==> config.mk <==
export PLATFORM = sky130hd
export DESIGN_NAME = hw_barrier_array
export DESIGN_NICKNAME = d
export VERILOG_FILES = /design/src/rtl/hw_barrier_pkg.sv /design/src/rtl/hw_barrier_slot.sv /design/src/rtl/hw_barrier_array.sv
export SDC_FILE = /design/constraint.sdc
export NUM_CORES = 1
export LEC_CHECK = 0
export BUFFER_PORTS_ARGS = -buffer_cell sky130_fd_sc_hd__buf_4
export CAP_MARGIN = 20
export CORE_MARGIN = 2
export CORE_UTILIZATION = 52
export DETAILED_ROUTE_END_ITERATION = 16
export GPL_ROUTABILITY_DRIVEN = 0
export PLACE_DENSITY = 0.8
export SLEW_MARGIN = 20
export SYNTH_ARGS = -nofsm -noshare
export SYNTH_HDL_FRONTEND = slang
export SYNTH_HIERARCHICAL = 1
export SYNTH_SLANG_ARGS = --single-unit
==> constraint.sdc <==
create_clock -name clk_i -period 7.1 [get_ports clk_i]
set_input_delay 0.71 -clock clk_i [delete_from_list [all_inputs] [get_ports clk_i]]
set_output_delay 0.71 -clock clk_i [all_outputs]
set_load 0.005 [all_outputs]
==> src/rtl/hw_barrier_pkg.sv <==
// Shared types, width helpers and error-cause indices for the hardware barrier array.
package hw_barrier_pkg;

    // Largest core count the stored configuration record can describe.
    localparam int MAX_CORES = 32;

    function automatic int calc_cnt_w(input int num_cores);
        return $clog2(num_cores) + 1;
    endfunction

    function automatic int calc_id_w(input int num_barriers);
        return (num_barriers > 1) ? $clog2(num_barriers) : 1;
    endfunction

    localparam int MAX_CNT_W = calc_cnt_w(MAX_CORES);

    typedef struct packed {
        logic [MAX_CNT_W-1:0] num_threads;
        logic [MAX_CORES-1:0] mask;
    } barrier_cfg_t;

    localparam int ERR_OVERFLOW   = 0;
    localparam int ERR_DISABLED   = 1;
    localparam int ERR_TIMEOUT    = 2;
    localparam int NUM_ERR_CAUSES = 3;

endpackage

==> src/rtl/hw_barrier_slot.sv <==
// State for one barrier: arrival counter, team config, generation bit, sticky error.
// Optional stall timeout enabled by defining HW_BARRIER_TIMEOUT_EN.
module hw_barrier_slot
    import hw_barrier_pkg::*;
#(
    parameter int NUM_CORES  = 8,
    parameter int TIMEOUT_W  = 16,
    localparam int CNT_W     = calc_cnt_w(NUM_CORES)
) (
    input  logic                 clk,
    input  logic                 rst,
    input  logic [CNT_W-1:0]     arrive_cnt,
    input  logic                 clear,
    input  logic                 cfg_we,
    input  logic [CNT_W-1:0]     cfg_num_threads,
    input  logic [NUM_CORES-1:0] cfg_mask,
    input  logic                 err_clr,
    input  logic [TIMEOUT_W-1:0] timeout_limit,
    output logic [CNT_W-1:0]     counter,
    output logic                 gen,
    output logic                 err,
    output logic                 fire,
    output logic [NUM_CORES-1:0] fire_mask
);

    logic [CNT_W-1:0]          counter_reg, counter_next;
    barrier_cfg_t              cfg_reg, cfg_next;
    logic                      gen_reg, gen_next;
    logic                      err_reg, err_next;
    logic [NUM_ERR_CAUSES-1:0] cause;
    logic [CNT_W:0]            sum;
    logic [MAX_CNT_W:0]        sum_ext, thr_ext;
    logic                      tmo_hit;
    logic                      unused_mask_bits;

    assign sum     = {1'b0, counter_reg} + {1'b0, arrive_cnt};
    assign sum_ext = (MAX_CNT_W+1)'(sum);
    assign thr_ext = {1'b0, cfg_reg.num_threads};

    always_comb begin
        counter_next = counter_reg;
        cfg_next     = cfg_reg;
        gen_next     = gen_reg;
        fire         = 1'b0;
        cause        = '0;
        cause[ERR_TIMEOUT] = tmo_hit;
        if (clear) begin
            counter_next = '0;
        end else if (cfg_we) begin
            cfg_next.num_threads = MAX_CNT_W'(cfg_num_threads);
            cfg_next.mask        = MAX_CORES'(cfg_mask);
            counter_next         = '0;
        end else if (arrive_cnt != '0) begin
            if (thr_ext == '0) begin
                cause[ERR_DISABLED] = 1'b1;
            end else if (sum_ext < thr_ext) begin
                counter_next = sum[CNT_W-1:0];
            end else begin
                // Surplus arrivals are flagged and dropped, never carried into the next round.
                fire                = 1'b1;
                counter_next        = '0;
                gen_next            = ~gen_reg;
                cause[ERR_OVERFLOW] = (sum_ext > thr_ext);
            end
        end
        err_next = (err_reg & ~err_clr) | (|cause);
    end

    always_ff @(posedge clk) begin
        if (rst) begin
            counter_reg <= '0;
            cfg_reg     <= '0;
            gen_reg     <= 1'b0;
            err_reg     <= 1'b0;
        end else begin
            counter_reg <= counter_next;
            cfg_reg     <= cfg_next;
            gen_reg     <= gen_next;
            err_reg     <= err_next;
        end
    end

`ifdef HW_BARRIER_TIMEOUT_EN
    logic [TIMEOUT_W-1:0] tmo_reg, tmo_next;

    // Counts idle cycles of a partially filled barrier; saturates at the limit.
    always_comb begin
        tmo_next = tmo_reg;
        tmo_hit  = 1'b0;
        if (clear || cfg_we || (arrive_cnt != '0)) begin
            tmo_next = '0;
        end else if ((counter_reg != '0) && (timeout_limit != '0) && (tmo_reg < timeout_limit)) begin
            tmo_next = tmo_reg + TIMEOUT_W'(1);
            tmo_hit  = (tmo_next == timeout_limit);
        end
    end

    always_ff @(posedge clk) begin
        if (rst) begin
            tmo_reg <= '0;
        end else begin
            tmo_reg <= tmo_next;
        end
    end
`else
    logic unused_timeout_limit;
    assign tmo_hit              = 1'b0;
    assign unused_timeout_limit = ^timeout_limit;
`endif

    assign unused_mask_bits = ^(cfg_reg.mask >> NUM_CORES);

    assign counter   = counter_reg;
    assign gen       = gen_reg;
    assign err       = err_reg;
    assign fire_mask = cfg_reg.mask[NUM_CORES-1:0];

endmodule

==> src/rtl/hw_barrier_array.sv <==
// Multi-barrier synchronisation unit: per-barrier arrival popcount, slot array, registered wake-up events.
// Define HW_BARRIER_TIMEOUT_EN to build the per-barrier stall timeout into each slot.
module hw_barrier_array
    import hw_barrier_pkg::*;
#(
    parameter int NUM_CORES    = 8,
    parameter int NUM_BARRIERS = 8,
    parameter int TIMEOUT_W    = 16,
    localparam int CNT_W       = calc_cnt_w(NUM_CORES),
    localparam int ID_W        = calc_id_w(NUM_BARRIERS)
) (
    input  logic                          clk_i,
    input  logic                          rst_i,
    input  logic [NUM_CORES-1:0]          arrive_i,
    input  logic [NUM_CORES*ID_W-1:0]     arrive_id_i,
    input  logic                          cfg_valid_i,
    input  logic [ID_W-1:0]               cfg_id_i,
    input  logic [CNT_W-1:0]              cfg_num_threads_i,
    input  logic [NUM_CORES-1:0]          cfg_mask_i,
    input  logic [NUM_BARRIERS-1:0]       clear_i,
    input  logic [TIMEOUT_W-1:0]          timeout_limit_i,
    output logic [NUM_CORES-1:0]          barrier_event_o,
    output logic [NUM_BARRIERS*CNT_W-1:0] barrier_counter_o,
    output logic [NUM_BARRIERS-1:0]       barrier_gen_o,
    output logic [NUM_BARRIERS-1:0]       barrier_err_o,
    input  logic [NUM_BARRIERS-1:0]       err_clr_i
);

    logic [NUM_CORES-1:0]    event_reg, event_next;
    logic [NUM_BARRIERS-1:0] fire;
    logic [NUM_CORES-1:0]    fire_mask [NUM_BARRIERS];

    generate
        for (genvar gi = 0; gi < NUM_BARRIERS; gi++) begin : g_slot
            logic [CNT_W-1:0] arrive_cnt;
            logic             cfg_we;

            // IDs beyond NUM_BARRIERS never match any slot and are silently ignored.
            always_comb begin
                arrive_cnt = '0;
                for (int c = 0; c < NUM_CORES; c++) begin
                    if (arrive_i[c] && (arrive_id_i[c*ID_W +: ID_W] == ID_W'(gi))) begin
                        arrive_cnt = arrive_cnt + CNT_W'(1);
                    end
                end
            end

            assign cfg_we = cfg_valid_i && (cfg_id_i == ID_W'(gi));

            hw_barrier_slot #(
                .NUM_CORES (NUM_CORES),
                .TIMEOUT_W (TIMEOUT_W)
            ) u_slot (
                .clk             (clk_i),
                .rst             (rst_i),
                .arrive_cnt      (arrive_cnt),
                .clear           (clear_i[gi]),
                .cfg_we          (cfg_we),
                .cfg_num_threads (cfg_num_threads_i),
                .cfg_mask        (cfg_mask_i),
                .err_clr         (err_clr_i[gi]),
                .timeout_limit   (timeout_limit_i),
                .counter         (barrier_counter_o[gi*CNT_W +: CNT_W]),
                .gen             (barrier_gen_o[gi]),
                .err             (barrier_err_o[gi]),
                .fire            (fire[gi]),
                .fire_mask       (fire_mask[gi])
            );
        end
    endgenerate

    // Simultaneous releases merge into a single pulse per core.
    always_comb begin
        event_next = '0;
        for (int b = 0; b < NUM_BARRIERS; b++) begin
            if (fire[b]) begin
                event_next = event_next | fire_mask[b];
            end
        end
    end

    always_ff @(posedge clk_i) begin
        if (rst_i) begin
            event_reg <= '0;
        end else begin
            event_reg <= event_next;
        end
    end

    assign barrier_event_o = event_reg;

endmodule

==> impl_summary.md <==
Yosys
Dividing the synthesized area by the synthesized cell count gives just under 8 um^2. The netlist uses 86 different library cells. The Yosys step of the flow raised 6 warnings. The count of flip-flops with a built-in enable after synthesis is 0. The share of synthesized area occupied by flip-flops and latches is around 22%. In this run, synthesis produced a sequential element count of ~150.

The most used flip-flop cell after synthesis is sky130_fd_sc_hd__dfxtp_1. Summed over all instances, the cell type with the most area after synthesis is sky130_fd_sc_hd__dfxtp_1. The top cell type by area accounts for 22.3% of the synthesized area.

The share of flip-flops with an asynchronous set or reset is 0%. The cell area after synthesis is between 10,000 and 15,000 um^2. The synthesized net count is 1,954. By area the synthesized netlist is led by sky130_fd_sc_hd__dfxtp_1, sky130_fd_sc_hd__ha_1, sky130_fd_sc_hd__nand2_1, sky130_fd_sc_hd__a21oi_1, sky130_fd_sc_hd__xnor2_1. Synthesis produced a netlist whose cell count is roughly 1,700.

Worst setup path
The most critical setup path has its startpoint at arrive_i[0]. The data arrival at the endpoint of the critical path is ~7.0 ns. Of all nets on the critical path, the largest fanout is 6. The type of the worst setup path is input port to flip-flop. For this design, the slowest cell found on the critical path is sky130_fd_sc_hd__ha_1.

The worst setup path is captured at a flip-flop. The worst register-to-register path has a depth of 12. The required time of the critical path is ~7.4 ns.

Counting stages on the worst path, the most repeated cell is sky130_fd_sc_hd__ha_1. The internal reg-to-reg setup slack is 4.06 ns. The capturing point of the worst reg2reg path is barrier_event_o[3].

The worst register-to-register path begins at g_slot[7].u_slot/counter[1]. The worst setup path endpoint is barrier_event_o[3]. The worst setup path is launched from an input port. The delay contributed by the slowest stage of the critical path is between 0.3 and 0.4 ns.

Drt
The antenna violation net count after detailed routing is 0. The routed layout has between 10,000 and 15,000 vias. The first detailed-routing pass took 5 iterations. The routed wirelength normalized by instance count is between 15 and 20 um. In the routed design, unresolved DRC markers number 0. The number of DRC violations after detailed-routing iteration 0 is 956. For this block, the routed nets add up to about 35,000 um of wire. Dividing the detail-routed via count by the number of cells gives roughly 5.9.

Clock network
The number of H-tree levels is 4. The clock tree buffer depth is 2. TritonCTS built the clock tree.

Clock-pin slew was measured on the worst setup and hold paths at roughly 0.06 ns. Clock latency on the worst-skew pair, taken at its later pin, is about 0.43 ns. Counting every sink on the clock net gives 152. The master cell of the clock root buffer is sky130_fd_sc_hd__clkbuf_16. In this run, CTS created clock tree buffers numbering 17.

Floorplanning
The die covers around 28,000 um^2. The floorplan step set the die width to 166 um. For this configuration, the core starts out at a cell density of approximately 53%.

The total core area is approximately 26,000 um^2. In this run the core area contains 59 standard-cell rows. The height of the die is 166 um. The I/O pin total is approximately 140.

Final layout
The finished layout holds ~2,100 standard cells, fillers aside. After filler insertion, the fill cell instance count of the layout stands at between 2,000 and 2,500. Relative to the synthesized area, the layout overhead comes to 9.36%. Once layout is done, the placed cells without fillers occupy ~15,000 um^2. The share of layout cells above drive strength 1 is 14.6%. The final-stage net count is 1,981. Leaving out fill and tap cells, the most frequent cell in the layout is sky130_fd_sc_hd__nand2_1. In the layout the commonest cells are sky130_fd_sc_hd__nand2_1, sky130_fd_sc_hd__a21oi_1, sky130_fd_sc_hd__dfxtp_1. The register with the most flip-flops in the layout has 64 of them. The fraction of the core area covered by cells at the end of the flow is between 50% and 60%.

STA
For the finished layout, the period the worst path requires is ~6.7 ns. The peak clock frequency supported by timing is between 100 and 150 MHz. The final critical-path setup slack is roughly 0.37 ns.

The number of setup violations in the final report is 0. The number of slew-limit violations in the final report is 0. The hold violation total from the final report is 0.

The clock skew is ~0.012 ns. Setup repair after global routing left no endpoint under its margin. The worst relative slew slack is around a third. The transition time at the pin with the least slew margin is between 0.9 and 1 ns. In the finished design, the share of the clock period the worst path needs comes to between 90% and 100%.

Run status
The run finished with clean final reports.

Pwr
The final total power is about 0.0022 W. IR analysis of the VDD net gives a maximum drop of approximately 0.00013 V. The power per unit of standard cell area is approximately 150 nW/um^2. For this design the static power due to leakage is just over 6 nW.

Placement
In this run the tool buffered the top-level ports with around 120 buffer cells. The placed instances occupy a cell area of 14,300 um^2. The HPWL after detailed placement is 27,200 um.

The worst setup slack after placement is -0.0659 ns. Including well taps, the total number of placed cells is between 2,000 and 2,500.

Global route
The total overflow reported by the global router is 0. The number of antenna violations at the first check in global routing is 1. The first global-routing pass estimated around 57,000 um of wire.

Entering global routing, the biggest net connects 80 pins. The via count of the first global-routing pass is between 10,000 and 15,000. The total track usage is around a quarter.

Min path
The path class of the tightest hold or removal check is flip-flop to flip-flop.

Flow run
Across the run, the number of max-cap violations was 0.
## how the worst min path moves through the flow
| stage | start | endpoint | slack, ns | cells past startpoint |
|---|---|---|---|---|
| CTS | g_slot[3].u_slot/fire_mask[0] | g_slot[3].u_slot/fire_mask[0] | 0.46 | 2 |
| floorplan | g_slot[0].u_slot/fire_mask[7] | g_slot[0].u_slot/fire_mask[7] | 0.43 | 2 |
| global placement | g_slot[3].u_slot/fire_mask[3] | g_slot[3].u_slot/fire_mask[3] | 0.44 | 2 |
| detailed placement | g_slot[3].u_slot/fire_mask[0] | g_slot[3].u_slot/fire_mask[0] | 0.45 | 2 |
| finish | g_slot[6].u_slot/fire_mask[2] | g_slot[6].u_slot/fire_mask[2] | 0.45 | 2 |
| global route | g_slot[0].u_slot/fire_mask[1] | g_slot[0].u_slot/fire_mask[1] | 0.47 | 2 |
## final cells by class
class	count	area, um^2	area share (%)
Tap cell	335	419	2.81
Sequential cell	152	3040	20.4
Timing Repair Buffer	152	1150	7.73
Clock buffer	21	450	3.02
Inverter	89	334	2.24
Antenna cell	1	2.50	0.0168
Clock inverter	11	124	0.830
Multi-Input combinational cell	1352	9390	63.0
## power breakdown
| part | switching (W) | internal (W) |
|---|---|---|
| clock network | 0.000364 | 0.000526 |
| registers | 0.00000887 | 0.000866 |
| logic | 0.000264 | 0.000192 |
## routing by layer
metal / routed length, um / track usage, % / vias up
met4: 1220 / 9.64 / 0
met5: 0 / 0 / -
li1: - / - / 6071
met2: 16400 / 42.8 / 452
met3: 2440 / 3.79 / 81
met1: 15200 / 31.6 / 5871
## worst max-delay path: cells and delay by family
family	cells	cell delay, ns
XOR/XNOR	4	0.89
multiplexers	4	1.17
buffers and inverters	3	0.31
adder cells (fa/ha/maj)	8	2.24
AO/OA/AOI/OAI	3	0.68
AND/OR/NAND/NOR	7	0.99
## metrics by stage
step	hold WS, ns	setup TNS, ns
after detailed placement	0.448	-0.138
after CTS	0.456	0
after global routing	0.468	0
final	0.453	0
after floorplan	0.431	0
after global placement	0.441	0
## cell usage after synthesis (11+ instances only)
cell                       instances
sky130_fd_sc_hd__a21o_1           18
sky130_fd_sc_hd__a21oi_1         173
sky130_fd_sc_hd__a22oi_1          34
sky130_fd_sc_hd__and3_1           16
sky130_fd_sc_hd__buf_2            17
sky130_fd_sc_hd__buf_4            68
sky130_fd_sc_hd__clkbuf_1         46
sky130_fd_sc_hd__dfxtp_1         152
sky130_fd_sc_hd__ha_1            127
sky130_fd_sc_hd__inv_1            89
sky130_fd_sc_hd__mux2_2           13
sky130_fd_sc_hd__mux2i_1          30
sky130_fd_sc_hd__nand2_1         310
sky130_fd_sc_hd__nand2b_1         34
sky130_fd_sc_hd__nand3_1          73
sky130_fd_sc_hd__nand4_1          14
sky130_fd_sc_hd__nor2_1           77
sky130_fd_sc_hd__nor2b_1          31
sky130_fd_sc_hd__nor3_1           21
sky130_fd_sc_hd__nor4_1           19
sky130_fd_sc_hd__o211ai_1         11
sky130_fd_sc_hd__o21ai_0          15
sky130_fd_sc_hd__xnor2_1          95
sky130_fd_sc_hd__xor2_1           37
## timing repair
item | 4_1_cts | 5_1_grt
hold buffers | 0 | 0
hold endpoints to repair | 0 | 0
buffers inserted | 0 | 0
endpoints found under the setup margin | 0 | 7
resized for setup | 0 | 3
## kinds of logic (layout without fill, tap and decap cells)
logic type | count (synthesis) | count (layout) | share of synthesized area (%)
and+or+nand+nor | 687 | 687 | 26.2
AOI/OAI and AO/OA | 337 | 337 | 15.7
buffers and inverters | 233 | 273 | 8.99
DFF | 152 | 152 | 22.3
xor gates and xnor gates | 141 | 141 | 9.75
adders and majority gates | 135 | 135 | 12.8
muxes | 52 | 52 | 4.24
other | 0 | 1 | 0
(Power assumes the default switching activity.)
